--- src/rtl/muldiv_sequencer.sv ---
// muldiv_sequencer: sequences the EXE-stage multiplier/divider and owns HI/LO.
// Multiplies and mthi/mtlo complete in one cycle from IDLE; divides issue a
// single valid pulse to an external pipelined divider and wait for its result,
// with a watchdog and a drain state that swallows results of cancelled divides.
module muldiv_sequencer #(
    parameter int DIV_TIMEOUT = 64,
    parameter int CNT_W       = 7
) (
    input  logic        clk,
    input  logic        aresetn,
    input  logic        cancel,
    input  logic        req_valid,
    input  logic [2:0]  req_op,
    input  logic [31:0] src_a,
    input  logic [31:0] src_b,
    output logic        req_ready,
    output logic        busy,
    output logic        done,
    output logic        mult_signed,
    input  logic [63:0] mult_p,
    output logic        div_s_tvalid,
    output logic        div_signed,
    output logic [31:0] div_dividend,
    output logic [31:0] div_divisor,
    input  logic        div_dout_tvalid,
    input  logic [63:0] div_dout,
    output logic [31:0] hi,
    output logic [31:0] lo,
    output logic        timeout_err
);

    typedef enum logic [1:0] {IDLE, ISSUE, WAIT, DRAIN} state_t;

    localparam logic [CNT_W-1:0] CNT_LAST = CNT_W'(DIV_TIMEOUT - 1);

    state_t            state, state_nxt;
    logic [CNT_W-1:0]  cnt, cnt_nxt;
    logic [31:0]       hi_nxt, lo_nxt, dividend_nxt, divisor_nxt;
    logic              signed_nxt, done_nxt, terr_nxt;
    logic              issue_q, issue_nxt;

    // Status decodes and combinational selects
    assign busy         = (state != IDLE);
    assign req_ready    = (state == IDLE);
    assign mult_signed  = ~req_op[0];
    // A flush during the issue cycle must never reach the divider
    assign div_s_tvalid = issue_q & ~cancel;

    // Next-state and register-update decisions
    always_comb begin
        state_nxt    = state;
        cnt_nxt      = cnt;
        hi_nxt       = hi;
        lo_nxt       = lo;
        dividend_nxt = div_dividend;
        divisor_nxt  = div_divisor;
        signed_nxt   = div_signed;
        terr_nxt     = timeout_err;
        done_nxt     = 1'b0;
        issue_nxt    = 1'b0;
        case (state)
            IDLE: begin
                if (req_valid && !cancel) begin
                    case (req_op)
                        3'b000, 3'b001: begin
                            {hi_nxt, lo_nxt} = mult_p;
                            done_nxt         = 1'b1;
                        end
                        3'b100: begin
                            hi_nxt   = src_a;
                            done_nxt = 1'b1;
                        end
                        3'b101: begin
                            lo_nxt   = src_a;
                            done_nxt = 1'b1;
                        end
                        3'b010, 3'b011: begin
                            // Divide by zero completes at once with HI/LO untouched
                            if (src_b == 32'd0) begin
                                done_nxt = 1'b1;
                            end else begin
                                dividend_nxt = src_a;
                                divisor_nxt  = src_b;
                                signed_nxt   = ~req_op[0];
                                issue_nxt    = 1'b1;
                                state_nxt    = ISSUE;
                            end
                        end
                        default: ;
                    endcase
                end
            end
            ISSUE: begin
                cnt_nxt   = '0;
                state_nxt = cancel ? IDLE : WAIT;
            end
            WAIT: begin
                cnt_nxt = cnt + 1'b1;
                if (div_dout_tvalid) begin
                    if (!cancel) begin
                        {hi_nxt, lo_nxt} = div_dout;
                        done_nxt         = 1'b1;
                    end
                    state_nxt = IDLE;
                end else if (cancel) begin
                    state_nxt = DRAIN;
                end else if (cnt == CNT_LAST) begin
                    terr_nxt  = 1'b1;
                    state_nxt = IDLE;
                end
            end
            DRAIN: begin
                cnt_nxt = cnt + 1'b1;
                if (div_dout_tvalid) begin
                    state_nxt = IDLE;
                end else if (cnt == CNT_LAST) begin
                    terr_nxt  = 1'b1;
                    state_nxt = IDLE;
                end
            end
            default: state_nxt = IDLE;
        endcase
    end

    // State, architectural HI/LO and divider operand registers
    always_ff @(posedge clk or negedge aresetn) begin
        if (!aresetn) begin
            state        <= IDLE;
            cnt          <= '0;
            hi           <= '0;
            lo           <= '0;
            div_dividend <= '0;
            div_divisor  <= '0;
            div_signed   <= 1'b0;
            done         <= 1'b0;
            timeout_err  <= 1'b0;
            issue_q      <= 1'b0;
        end else begin
            state        <= state_nxt;
            cnt          <= cnt_nxt;
            hi           <= hi_nxt;
            lo           <= lo_nxt;
            div_dividend <= dividend_nxt;
            div_divisor  <= divisor_nxt;
            div_signed   <= signed_nxt;
            done         <= done_nxt;
            timeout_err  <= terr_nxt;
            issue_q      <= issue_nxt;
        end
    end

endmodule

--- config.mk ---
export PLATFORM = sky130hd
export DESIGN_NAME = muldiv_sequencer
export DESIGN_NICKNAME = d
export VERILOG_FILES = /design/src/rtl/muldiv_sequencer.sv
export SDC_FILE = /design/constraint.sdc
export NUM_CORES = 1
export LEC_CHECK = 0
export CAP_MARGIN = 20
export CORE_MARGIN = 3
export CORE_UTILIZATION = 42
export CTS_BUF_LIST = sky130_fd_sc_hd__clkbuf_4
export DETAILED_ROUTE_END_ITERATION = 8
export PLACE_DENSITY_LB_ADDON = 0.05
export SLEW_MARGIN = 0
export SYNTH_ARGS = -nofsm -noshare
export SYNTH_HDL_FRONTEND = slang
export SYNTH_SLANG_ARGS = --single-unit
--- constraint.sdc ---
create_clock -name clk -period 1.9 [get_ports clk]
set_input_delay 0.38 -clock clk [delete_from_list [all_inputs] [get_ports clk]]
set_output_delay 0.38 -clock clk [all_outputs]
set_load 0.02 [all_outputs]
==> Flow_metrics.wiki <==
{| class="wikitable"
! Metric !! Value
|-
| Crit-path max FO || 32
|-
| Arrival time at the worst endpoint || 2.36 ns
|-
| Full die area || 0.0178 mm2
|-
| Die H || 133 um
|-
| DRT Pass-1 Iters || 4
|-
| Maximum Capacitance Violations || 0
|-
| Transition time at the pin with the least slew margin || 0.434 ns
|-
| Count of filler cells inserted in the layout || 1228
|-
| Number of cells after detailed placement || 1109
|-
| Critical path buffers and inverters || 2
|-
| Vias after detailed routing || 6007
|-
| Power density over the cells || 984 mW/mm2
|-
| Leak pwr || 5.21 nW
|-
| Worst-case clock buffer depth || 2
|-
| Area occupied by multi-input gates || 0.00302 mm2
|-
| Count of nets left with antenna violations after detail routing || 0
|-
| Area of all placed cells without fillers || 0.0109 mm2
|-
| Pin count of the biggest net entering global routing || 61
|-
| Number of global-route vias before repair || 6396
|-
| Number of synthesized register bits || 141
|-
| Worst hold margin || 0.238 ns
|-
| Maximum level of the CTS H-tree || 4
|-
| Most utilized layer in the global route result || met2
|-
| Storage cell area || 0.00353 mm2
|-
| Final WL || 22800 um
|-
| Endpoint type of the worst setup path || flip-flop
|-
| Number of library cell types mapped by synthesis || 39
|-
| # setup viols final || 42
|-
| CTS tree || yes
|-
| Total count of hold-check failures in the final report || 0
|-
| Standard-cell row count || 45
|-
| Hold crit path type || in -> async
|-
| Critical path type || in -> reg
|-
| Violation count after the first detailed-routing iteration || 199
|-
| Clock sink count || 141
|-
| Most common cell after layout, fill and taps aside || sky130_fd_sc_hd__clkdlybuf4s50_1
|-
| Worst-Skew Late Latency || 0.55 ns
|-
| Via density || 5.25
|-
| M1 GR Usage || 28.5%
|-
| Final std cells w/o fill || 1145
|-
| Die span in x || 133 um
|-
| Total Power Consumption || 10.7 mW
|-
| Total of buffers placed on input and output ports || 334
|-
| Cell count after synthesis || 565
|-
| Violated checks || negative setup slack
|-
| CP required || 2.32 ns
|-
| Post-route minimum period || 1.94 ns
|-
| Max Clock Freq || 515 MHz
|-
| CP max-delay cell || sky130_fd_sc_hd__clkdlybuf4s50_1
|-
| Most frequent cells in the layout || 198 x sky130_fd_sc_hd__clkdlybuf4s50_1, 141 x sky130_fd_sc_hd__dfrtp_1, 133 x sky130_fd_sc_hd__dlygate4sd2_1, 67 x sky130_fd_sc_hd__nor2_1
|-
| Final-stage net count || 1122
|-
| Average instance area after synthesis || 12.1 um2
|-
| Number of antenna violations at the first check in global routing || 1
|-
| Worst max-slew margin expressed relative to the limit || 70.9%
|-
| Final cycle utilization of the critical path || 102%
|-
| GR Layer Usage met3 || 9.71%
|-
| Top Family by Delay on Critical Path || buffers and inverters
|-
| Most area-hungry cell type in the Yosys netlist || sky130_fd_sc_hd__dfrtp_1
|-
| Initial cell density of the core || 43.8%
|-
| First-pass GRT wire length || 35300 um
|-
| Critical path launch point type || input pin
|-
| Final WS setup || -0.0408 ns
|-
| Total placed instance area || 0.0107 mm2
|-
| Post-DP HPWL || 17600 um
|-
| Crit path largest cell delay || 0.47 ns
|-
| Max-slew violation count || 0
|-
| Area growth syn-to-layout || 59.9%
|-
| Setup repair after global routing missed its margin || yes
|-
| Synthesized net count || 766
|-
| Wire length per cell || 19.9 um
|-
| Clk_skew || 0.0223 ns
|-
| Sequential fraction of the synthesis area || 51.8%
|-
| Ratio of cells with drive above 1 in the final layout || 14.0%
|-
| Run status || complete, but fails checks
|-
| Count of synthesis-stage warnings from yosys || 0
|-
| Worst-path clk slew || 0.12 ns
|-
| Peak supply drop || 0.520 mV
|-
| Synth area leaders || sky130_fd_sc_hd__dfrtp_1 52%, sky130_fd_sc_hd__mux2i_1 9.4%, sky130_fd_sc_hd__mux2_2 7.4%
|-
| Global Route met2 Usage || 44.8%
|-
| GR Util All Layers || 25.4%
|-
| Post-layout utilization of the core || 70.1%
|-
| Cells along the critical path || clkdlybuf4s50_1 -> nor4_2 -> nand4_1 -> o211ai_4 -> buf_12 -> mux2_2
|-
| Root Buffer Master || sky130_fd_sc_hd__clkbuf_4
|-
| Congestion Overflow GR || 0
|-
| Area of the core || 0.0155 mm2
|-
| Residual DRC count || 0
|-
| Post-synth top area share || 51.8%
|-
| IO Count || 335
|-
| Total standard cell area after synthesis || 0.00681 mm2
|-
| Num CTS Buffers || 17
|-
| Final Wtd Congestion || 0.824
|}
==> through the flow <==
stage,setup WS (ns),setup TNS (ns)
detailed placement,-0.640,-58.79
floorplan,0.0906,0
finish,-0.0408,-0.546
CTS,-0.00630,-0.00630
global placement,-0.607,-56.11
global route,-0.0403,-0.505
==> area by class of cell <==
type | instances | area share, %
sequential | 141 | 32.4
inverter | 5 | 0.172
tap | 211 | 2.42
clock inverter | 13 | 2.03
timing repair buffer | 380 | 34.0
multi-input combinational | 376 | 27.7
clock buffer | 18 | 1.24
antenna | 1 | 0.0230
==> sequential cells by signal (all words and copies together), names as in the netlist <==
register,cells
div_divisor,32
issue_q,1
hi,32
div_dividend,32
cnt,7
state,2
timeout_err,1
div_signed,1
lo,32
done,1
==> cells in the mapped netlist <==
| cell | instances |
|---|---|
| sky130_fd_sc_hd__dfrtp_1 | 141 |
| sky130_fd_sc_hd__a211o_1 | 1 |
| sky130_fd_sc_hd__buf_1 | 2 |
| sky130_fd_sc_hd__nor2b_1 | 1 |
| sky130_fd_sc_hd__a21oi_1 | 2 |
| sky130_fd_sc_hd__ha_1 | 1 |
| sky130_fd_sc_hd__xnor2_1 | 1 |
| sky130_fd_sc_hd__o21a_1 | 1 |
| sky130_fd_sc_hd__nor4_1 | 8 |
| sky130_fd_sc_hd__o211ai_2 | 1 |
| sky130_fd_sc_hd__and3b_1 | 1 |
| sky130_fd_sc_hd__o311ai_4 | 2 |
| sky130_fd_sc_hd__nand2b_1 | 4 |
| sky130_fd_sc_hd__o31ai_1 | 1 |
| sky130_fd_sc_hd__buf_2 | 14 |
| sky130_fd_sc_hd__o21ai_0 | 3 |
| sky130_fd_sc_hd__xor2_1 | 1 |
| sky130_fd_sc_hd__clkbuf_1 | 7 |
| sky130_fd_sc_hd__a211oi_1 | 63 |
| sky130_fd_sc_hd__nor3_1 | 1 |
| sky130_fd_sc_hd__inv_1 | 5 |
| sky130_fd_sc_hd__nand4_1 | 3 |
| sky130_fd_sc_hd__nor2_1 | 67 |
| sky130_fd_sc_hd__a21boi_0 | 1 |
| sky130_fd_sc_hd__a22o_1 | 4 |
| sky130_fd_sc_hd__mux2_1 | 23 |
| sky130_fd_sc_hd__o22ai_1 | 1 |
| sky130_fd_sc_hd__buf_6 | 6 |
| sky130_fd_sc_hd__nor3b_1 | 1 |
| sky130_fd_sc_hd__o211ai_1 | 1 |
| sky130_fd_sc_hd__nand3_1 | 2 |
| sky130_fd_sc_hd__or2_1 | 1 |
| sky130_fd_sc_hd__mux2_2 | 45 |
| sky130_fd_sc_hd__nor4_2 | 1 |
| sky130_fd_sc_hd__a31oi_1 | 1 |
| sky130_fd_sc_hd__a21o_1 | 64 |
| sky130_fd_sc_hd__buf_4 | 14 |
| sky130_fd_sc_hd__nand2_1 | 5 |
| sky130_fd_sc_hd__mux2i_1 | 64 |
==> what timing repair did <==
item                                   in CTS  in global routing
setup endpoints to repair                 141                 27
endpoints found under the hold margin     129                  0
hold buffers                                1                  0
gates resized for setup                   145                  2
pin swaps                                   2                  0
setup buffers                               0                  3
==> cell families (layout without fill, tap and decap cells) <==
family | Yosys count | in the layout | share of synthesized area (%)
simple gates | 95 | 95 | 6.17
flops | 141 | 141 | 51.8
compound gates | 146 | 146 | 16.6
other cells | 0 | 1 | 0
xor+xnor | 2 | 2 | 0.257
fa+ha+maj | 1 | 1 | 0.184
mux | 132 | 132 | 20.7
buf+inv | 48 | 416 | 4.34
==> layer usage <==
layer / wire, um / vias up
li1: - / 2781
met1: 8680 / 2920
met2: 11600 / 269
met3: 1970 / 37
met4: 531 / 0
met5: 0 / -
==> report_power, final <==
part | internal, mW | total (mW) | switching, mW
logic | 1.87 | 4.04 | 2.16
clock network | 1.31 | 2.39 | 1.08
registers | 3.84 | 4.29 | 0.457
==> path summary, 6_finish.rpt <==
path | startpoint | end | slack [ns] | cells after the start
max | src_b[24] | div_dividend[28] | -0.04 | 6
min reg2reg | lo[26] | lo[26] | 0.48 | 1
max reg2reg | state[0] | hi[30] | 0.07 | 6
max in group asynchronous | aresetn | lo[30] | 0.98 | 3
min | aresetn | hi[7] | 0.24 | 2
min in group clk | src_b[29] | div_divisor[29] | 0.48 | 2
Note: power is estimated with default switching activity, not from simulation.
